## config.mk

```make
export PLATFORM = sky130hd
export DESIGN_NAME = pipe_stage_reg
export DESIGN_NICKNAME = d
export VERILOG_FILES = /design/src/rtl/pipe_pkg.sv /design/src/rtl/pipe_skid_buf.sv /design/src/rtl/pipe_stage_reg.sv
export SDC_FILE = /design/constraint.sdc
export NUM_CORES = 1
export LEC_CHECK = 0
export CAP_MARGIN = 20
export CORE_AREA = 5 5 157 159
export DETAILED_ROUTE_END_ITERATION = 10
export DIE_AREA = 0 0 162 164
export PLACE_DENSITY = 0.76
export SLEW_MARGIN = 15
export SYNTH_ARGS = -nofsm -noshare
export SYNTH_HDL_FRONTEND = slang
export SYNTH_SLANG_ARGS = --single-unit
```

## constraint.sdc

```tcl
create_clock -name clk -period 1.8 [get_ports clk]
set_clock_uncertainty 0.2 [all_clocks]
set_input_delay 0.36 -clock clk [delete_from_list [all_inputs] [get_ports clk]]
set_output_delay 0.36 -clock clk [all_outputs]
set_load 0.01 [all_outputs]
```

## src/rtl/pipe_pkg.sv

```systemverilog
// Shared definitions for the pipeline stage register and its skid entry.
// This package provides the controller state encoding, the default payload
// geometry and the NOP word. A NOP is an all-zero field, and an empty stage
// presents NOPs downstream.
package pipe_pkg;

  localparam int DEFAULT_DATA_W     = 32;
  localparam int DEFAULT_NUM_FIELDS = 6;

  // All-zero word, decoded downstream as an architectural NOP.
  localparam logic [DEFAULT_DATA_W-1:0] NOP_WORD = '0;

  // States of the skid-enabled handshake controller.
  typedef enum logic [1:0] {
    EMPTY = 2'd0,
    FULL  = 2'd1,
    SKID  = 2'd2
  } pipe_state_t;

endpackage

```

## src/rtl/pipe_skid_buf.sv

```systemverilog
// One-entry skid buffer for pipe_stage_reg.
// While the output register is back-pressured, this entry holds the payload
// that was accepted in the same cycle. Whether the entry is occupied is
// tracked by the owning controller. Here we only hold the data and return it
// to NOP when it is drained or flushed.
module pipe_skid_buf
  import pipe_pkg::*;
#(
  parameter int DATA_W     = DEFAULT_DATA_W,
  parameter int NUM_FIELDS = DEFAULT_NUM_FIELDS
) (
  input  logic                         clk,
  input  logic                         reset,
  input  logic                         load,
  input  logic                         clear,
  input  logic [NUM_FIELDS*DATA_W-1:0] load_data,
  output logic [NUM_FIELDS*DATA_W-1:0] data
);

  localparam int                 PAY_W       = NUM_FIELDS * DATA_W;
  localparam logic [PAY_W-1:0]   NOP_PAYLOAD = {NUM_FIELDS{DATA_W'(NOP_WORD)}};

  logic [PAY_W-1:0] data_reg;

  // Capture on load; clear (flush or drain) wins so no stale payload lingers.
  always_ff @(posedge clk) begin
    if (!reset) begin
      data_reg <= NOP_PAYLOAD;
    end else if (clear) begin
      data_reg <= NOP_PAYLOAD;
    end else if (load) begin
      data_reg <= load_data;
    end
  end

  assign data = data_reg;

endmodule

```

## src/rtl/pipe_stage_reg.sv

```systemverilog
// Pipeline stage register with a valid/ready handshake, flush and a
// saturating stall counter.
// Build option: when PIPE_STAGE_SKID_EN is defined, a one-entry skid buffer
// is added and in_ready comes straight from a register. In the default build
// there is a single register, and in_ready is a combinational function of
// out_ready.
// Reset is synchronous and active-low. It overrides flush and any transfer.
module pipe_stage_reg
  import pipe_pkg::*;
#(
  parameter int DATA_W     = DEFAULT_DATA_W,
  parameter int NUM_FIELDS = DEFAULT_NUM_FIELDS,
  parameter int CNT_W      = 16
) (
  input  logic                         clk,
  input  logic                         reset,
  input  logic                         in_valid,
  output logic                         in_ready,
  input  logic [NUM_FIELDS*DATA_W-1:0] in_data,
  input  logic                         flush,
  output logic                         out_valid,
  input  logic                         out_ready,
  output logic [NUM_FIELDS*DATA_W-1:0] out_data,
  output logic [CNT_W-1:0]             stall_cnt
);

  localparam int               PAY_W       = NUM_FIELDS * DATA_W;
  localparam logic [PAY_W-1:0] NOP_PAYLOAD = {NUM_FIELDS{DATA_W'(NOP_WORD)}};

  logic             out_valid_int;
  logic [PAY_W-1:0] out_data_reg;
  logic [PAY_W-1:0] load_data;
  logic             load_out;
  logic             clear_out;
  logic [CNT_W-1:0] stall_cnt_reg;

`ifdef PIPE_STAGE_SKID_EN
  pipe_state_t      state_reg;
  pipe_state_t      state_next;
  logic             from_skid;
  logic             skid_load;
  logic             skid_clear;
  logic [PAY_W-1:0] skid_data;

  // Controller next state and datapath strobes; flush empties everything.
  always_comb begin
    state_next = state_reg;
    load_out   = 1'b0;
    clear_out  = 1'b0;
    from_skid  = 1'b0;
    skid_load  = 1'b0;
    if (flush) begin
      state_next = EMPTY;
      clear_out  = 1'b1;
    end else begin
      case (state_reg)
        EMPTY: begin
          if (in_valid) begin
            state_next = FULL;
            load_out   = 1'b1;
          end
        end
        FULL: begin
          if (in_valid && !out_ready) begin
            state_next = SKID;
            skid_load  = 1'b1;
          end else if (in_valid && out_ready) begin
            load_out = 1'b1;
          end else if (out_ready) begin
            state_next = EMPTY;
            clear_out  = 1'b1;
          end
        end
        SKID: begin
          if (out_ready) begin
            state_next = FULL;
            load_out   = 1'b1;
            from_skid  = 1'b1;
          end
        end
        default: begin
          state_next = EMPTY;
          clear_out  = 1'b1;
        end
      endcase
    end
  end

  // Controller state register.
  always_ff @(posedge clk) begin
    if (!reset) begin
      state_reg <= EMPTY;
    end else begin
      state_reg <= state_next;
    end
  end

  assign skid_clear = flush || from_skid;

  pipe_skid_buf #(
    .DATA_W     (DATA_W),
    .NUM_FIELDS (NUM_FIELDS)
  ) u_skid (
    .clk       (clk),
    .reset     (reset),
    .load      (skid_load),
    .clear     (skid_clear),
    .load_data (in_data),
    .data      (skid_data)
  );

  // Per-field source select for the output register: skid entry or upstream.
  genvar gi;
  generate
    for (gi = 0; gi < NUM_FIELDS; gi++) begin : g_field
      assign load_data[gi*DATA_W +: DATA_W] =
        from_skid ? skid_data[gi*DATA_W +: DATA_W] : in_data[gi*DATA_W +: DATA_W];
    end
  endgenerate

  // Both are decoded from the state register, so out_ready never reaches in_ready.
  assign in_ready      = (state_reg != SKID);
  assign out_valid_int = (state_reg != EMPTY);
`else
  assign in_ready  = !out_valid_int || out_ready;
  assign load_out  = in_valid && in_ready && !flush;
  assign clear_out = flush || (out_ready && !load_out);
  assign load_data = in_data;

  // Output valid flag: set on accept, dropped on consume without reload or on flush.
  always_ff @(posedge clk) begin
    if (!reset) begin
      out_valid_int <= 1'b0;
    end else if (clear_out) begin
      out_valid_int <= 1'b0;
    end else if (load_out) begin
      out_valid_int <= 1'b1;
    end
  end
`endif

  // Output payload register; it holds NOP whenever the stage is empty.
  always_ff @(posedge clk) begin
    if (!reset) begin
      out_data_reg <= NOP_PAYLOAD;
    end else if (clear_out) begin
      out_data_reg <= NOP_PAYLOAD;
    end else if (load_out) begin
      out_data_reg <= load_data;
    end
  end

  // Count back-pressured cycles, sticking at all-ones; flush does not touch it.
  always_ff @(posedge clk) begin
    if (!reset) begin
      stall_cnt_reg <= '0;
    end else if (out_valid_int && !out_ready && (stall_cnt_reg != '1)) begin
      stall_cnt_reg <= stall_cnt_reg + CNT_W'(1);
    end
  end

  assign out_valid = out_valid_int;
  assign out_data  = out_data_reg;
  assign stall_cnt = stall_cnt_reg;

endmodule

```

==> flow_metrics.tcl <==
set metrics [dict create \
    status "finished, final reports clean" \
    swShare 0.247 \
    die_area_um2 26600 \
    cp-end-kind "flop" \
    multi_input_area_um2 3250 \
    grt_usage 0.201 \
    fmax_mhz 565 \
    intPower_uw 8330 \
    stdcell_area_um2 13100 \
    antenna_found_initial 0 \
    worst_ep_required_time_ns 2.04 \
    cts_root_buf "clkbuf_16" \
    synth_fp_nets 1154 \
    path_class "reg2reg" \
    yosys_warnings 0 \
    leakagePower_uw 0.00588 \
    drc 0 \
    clock-sinks 209 \
    routed_wl_um 28400 \
    grt_pass1_vias 8256 \
    io_pins 407 \
    avgSynthCellArea_um2 8.06 \
    cts_tree "yes" \
    ys_seq_area_frac 0.543 \
    synth_edf_count 0 \
    highest_layer "met4" \
    synth_top_area_share 0.543 \
    vias 8462 \
    final_cells 1677 \
    synthAdderAreaFrac 0.00162 \
    antenna_left 0 \
    clockBufferDepth 3 \
    synth_xor_area_frac 0 \
    place_inst 1633 \
    place.gp.congestion 0.860 \
    clk_pin_slew_ns 0.06 \
    numCtsBuffers 24 \
    largest_register_ffs 192 \
    ys_types 32 \
    relSlewSlack 0.660 \
    place_area_um2 12600 \
    die_w_um 162 \
    p_total_uw 11100 \
    nFillCells 2074 \
    yosysTopAreaCell "dfxtp_1" \
    synthSimpleGateAreaFrac 0.383 \
    synth_common_cells "385 x nor3_1, 209 x dfxtp_1, 195 x nor2_1" \
    synth_cells 956 \
    power_frac_seq 0.442 \
    grt_max_degree 85 \
    tightest_slew_ns 0.505 \
    gr-total-overflow 0 \
    rsz0062_at_grt "true" \
    areaGrowthSynthToFinish_pct 70.5 \
    clk_latency_ns 0.51 \
    wl_met3_um 2220 \
    synth_mux_area_frac 0.00260 \
    hpwl_um 20600 \
    seq_area_um2 4210 \
    fin_ws_ns 0.0285 \
    report.final.slew_viol_count 0 \
    num_rows 56 \
    place_ws_ns -0.511 \
    core_area_um2 23100 \
    wire_per_inst_um 17.0 \
    ir_worst_vdd_v 0.000716 \
    power_density_nw_per_um2 843 \
    pwr-share-clk 0.408 \
    fin_crit_sh 0.984 \
    start_kind "flop" \
    m1WireLength_um 11100 \
    fin_nets 1571 \
    netSwitchingPower_uw 2740 \
    synth_compound_area_frac 0.0221 \
    htreeDepth 1 \
    synthFlopType "dfxtp_1" \
    fin_worst_hold_slack_ns 0.114 \
    syn_area_um2 7710 \
    dr.pass1.iters 5 \
    io_buffers 406 \
    synth_seq_cells 209 \
    setup_violations 0 \
    synth_top_family_by_area "simple AND/OR/NAND/NOR gates" \
    async_flop_share 0 \
    crit_fanout 5 \
    drv_cap 0 \
    drtIter0Drc 486 \
    hold_viol 0 \
    dieHeight_um 164 \
    post-synth-top-count-cell "nor3_1" \
    wl_met2_um 13700 \
    layout-drive-gt1-share 0.107 \
    viasPerCell 5.05 \
    diodes 0 \
    cp_data_arrival_time_ns 2.01 \
    hold_class "in2reg" \
    initial_core_util 0.333 \
    synth_area_leaders "dfxtp_1 54%, nor3_1 25%, nor2_1 9.5%" \
    fin_crit_ns 1.77 \
    pwr-share-comb 0.150 \
    grt_first_pass_wirelength_um 43800 \
]
repair_timing:
action | CTS | global route
buffers inserted | 0 | 2
pin swaps | 2 | 6
gates cloned | 2 | 0
setup endpoints to repair | 213 | 24
gates resized for setup | 241 | 26
hold buffers | 0 | 0
placed cells by master (no fill, tap or decap), drive strengths merged:
cell type      synthesis  routed
o31ai                  5       5
ha                     1       1
and4b                  1       1
and2                   1       1
clkinv                 0       7
dlymetal6s2s           0       1
inv                    3       3
a21oi                 12      12
nor2                 195     195
o41ai                  2       2
nor4                   4       4
clkbuf                69      36
clkdlybuf4s15          0       2
nand2b                 3       3
a21o                   1       1
nand3                  3       3
or3                    5       5
or4                    6       6
clkdlybuf4s50          0     194
nand4                  8       8
or3b                   1       1
mux2i                  2       2
nand2                  9       9
or2                    1       1
o21ai                  6       6
buf                   19      78
nor3                 385     385
o311ai                 1       1
a211o                  1       1
and3                   3       3
dlygate4sd2            0     201
dfxtp                209     209
cell type report:
cell class | count | area share
clock buffers | 33 | 0.0522
repair buffers | 479 | 0.349
clock inverters | 7 | 0.00267
multi-input cells | 656 | 0.247
well taps | 290 | 0.0276
inverters | 3 | 0.000857
flip-flops and latches | 209 | 0.320
through the flow:
| step | TNS, ns | util |
|---|---|---|
| after floorplan | 0 | - |
| after detailed placement | -68.38 | 0.544 |
| after global routing | -0.272 | 0.568 |
| after CTS | -0.00147 | 0.566 |
| after global placement | -61.61 | 0.544 |
| final | 0 | 0.568 |
worst paths after layout:
check / from / endpoint / slack (ns) / depth (start not counted)
worst min register to register: out_data[36] / out_data[36] / 0.29 / 2
worst min-delay path: flush / out_data[115] / 0.11 / 3
worst max-delay path: stall_cnt[0] / stall_cnt[9] / 0.03 / 6
worst max register to register: stall_cnt[0] / stall_cnt[9] / 0.03 / 6
worst max-delay path: stages, from the launching register on:
cell and delay, ns:
dfxtp_2 0.34, ha_4 0.16, nand4_1 0.14, nor4_4 0.08
buf_4 0.17, or4_1 0.48, a21oi_2 0.13
power by group through the flow:
stage | combinational, uW | clock [uW] | sequential, uW
6_report | 1670 | 4510 | 4890
5_1_grt | 1810 | 4860 | 4910
4_1_cts | 1680 | 4650 | 4900
3_5_place_dp | 1790 | 0 | 5000
3_3_place_gp | 1770 | 0 | 4990
2_1_floorplan | 574 | 0 | 5090
metal layers:
metal,global-route usage,vias up
met5,0,-
met4,0.0930,0
met3,0.0524,94
met2,0.341,353
met1,0.239,3872
li1,-,4143
kinds of logic after synthesis:
kind of cell,count (synthesis)
buffers and inverters,91
AND/OR/NAND/NOR,625
flip-flops,209
AO/OA/AOI/OAI,28
multiplexers,2
adder cells (fa/ha/maj),1
Power figures use the tool's default switching activity.
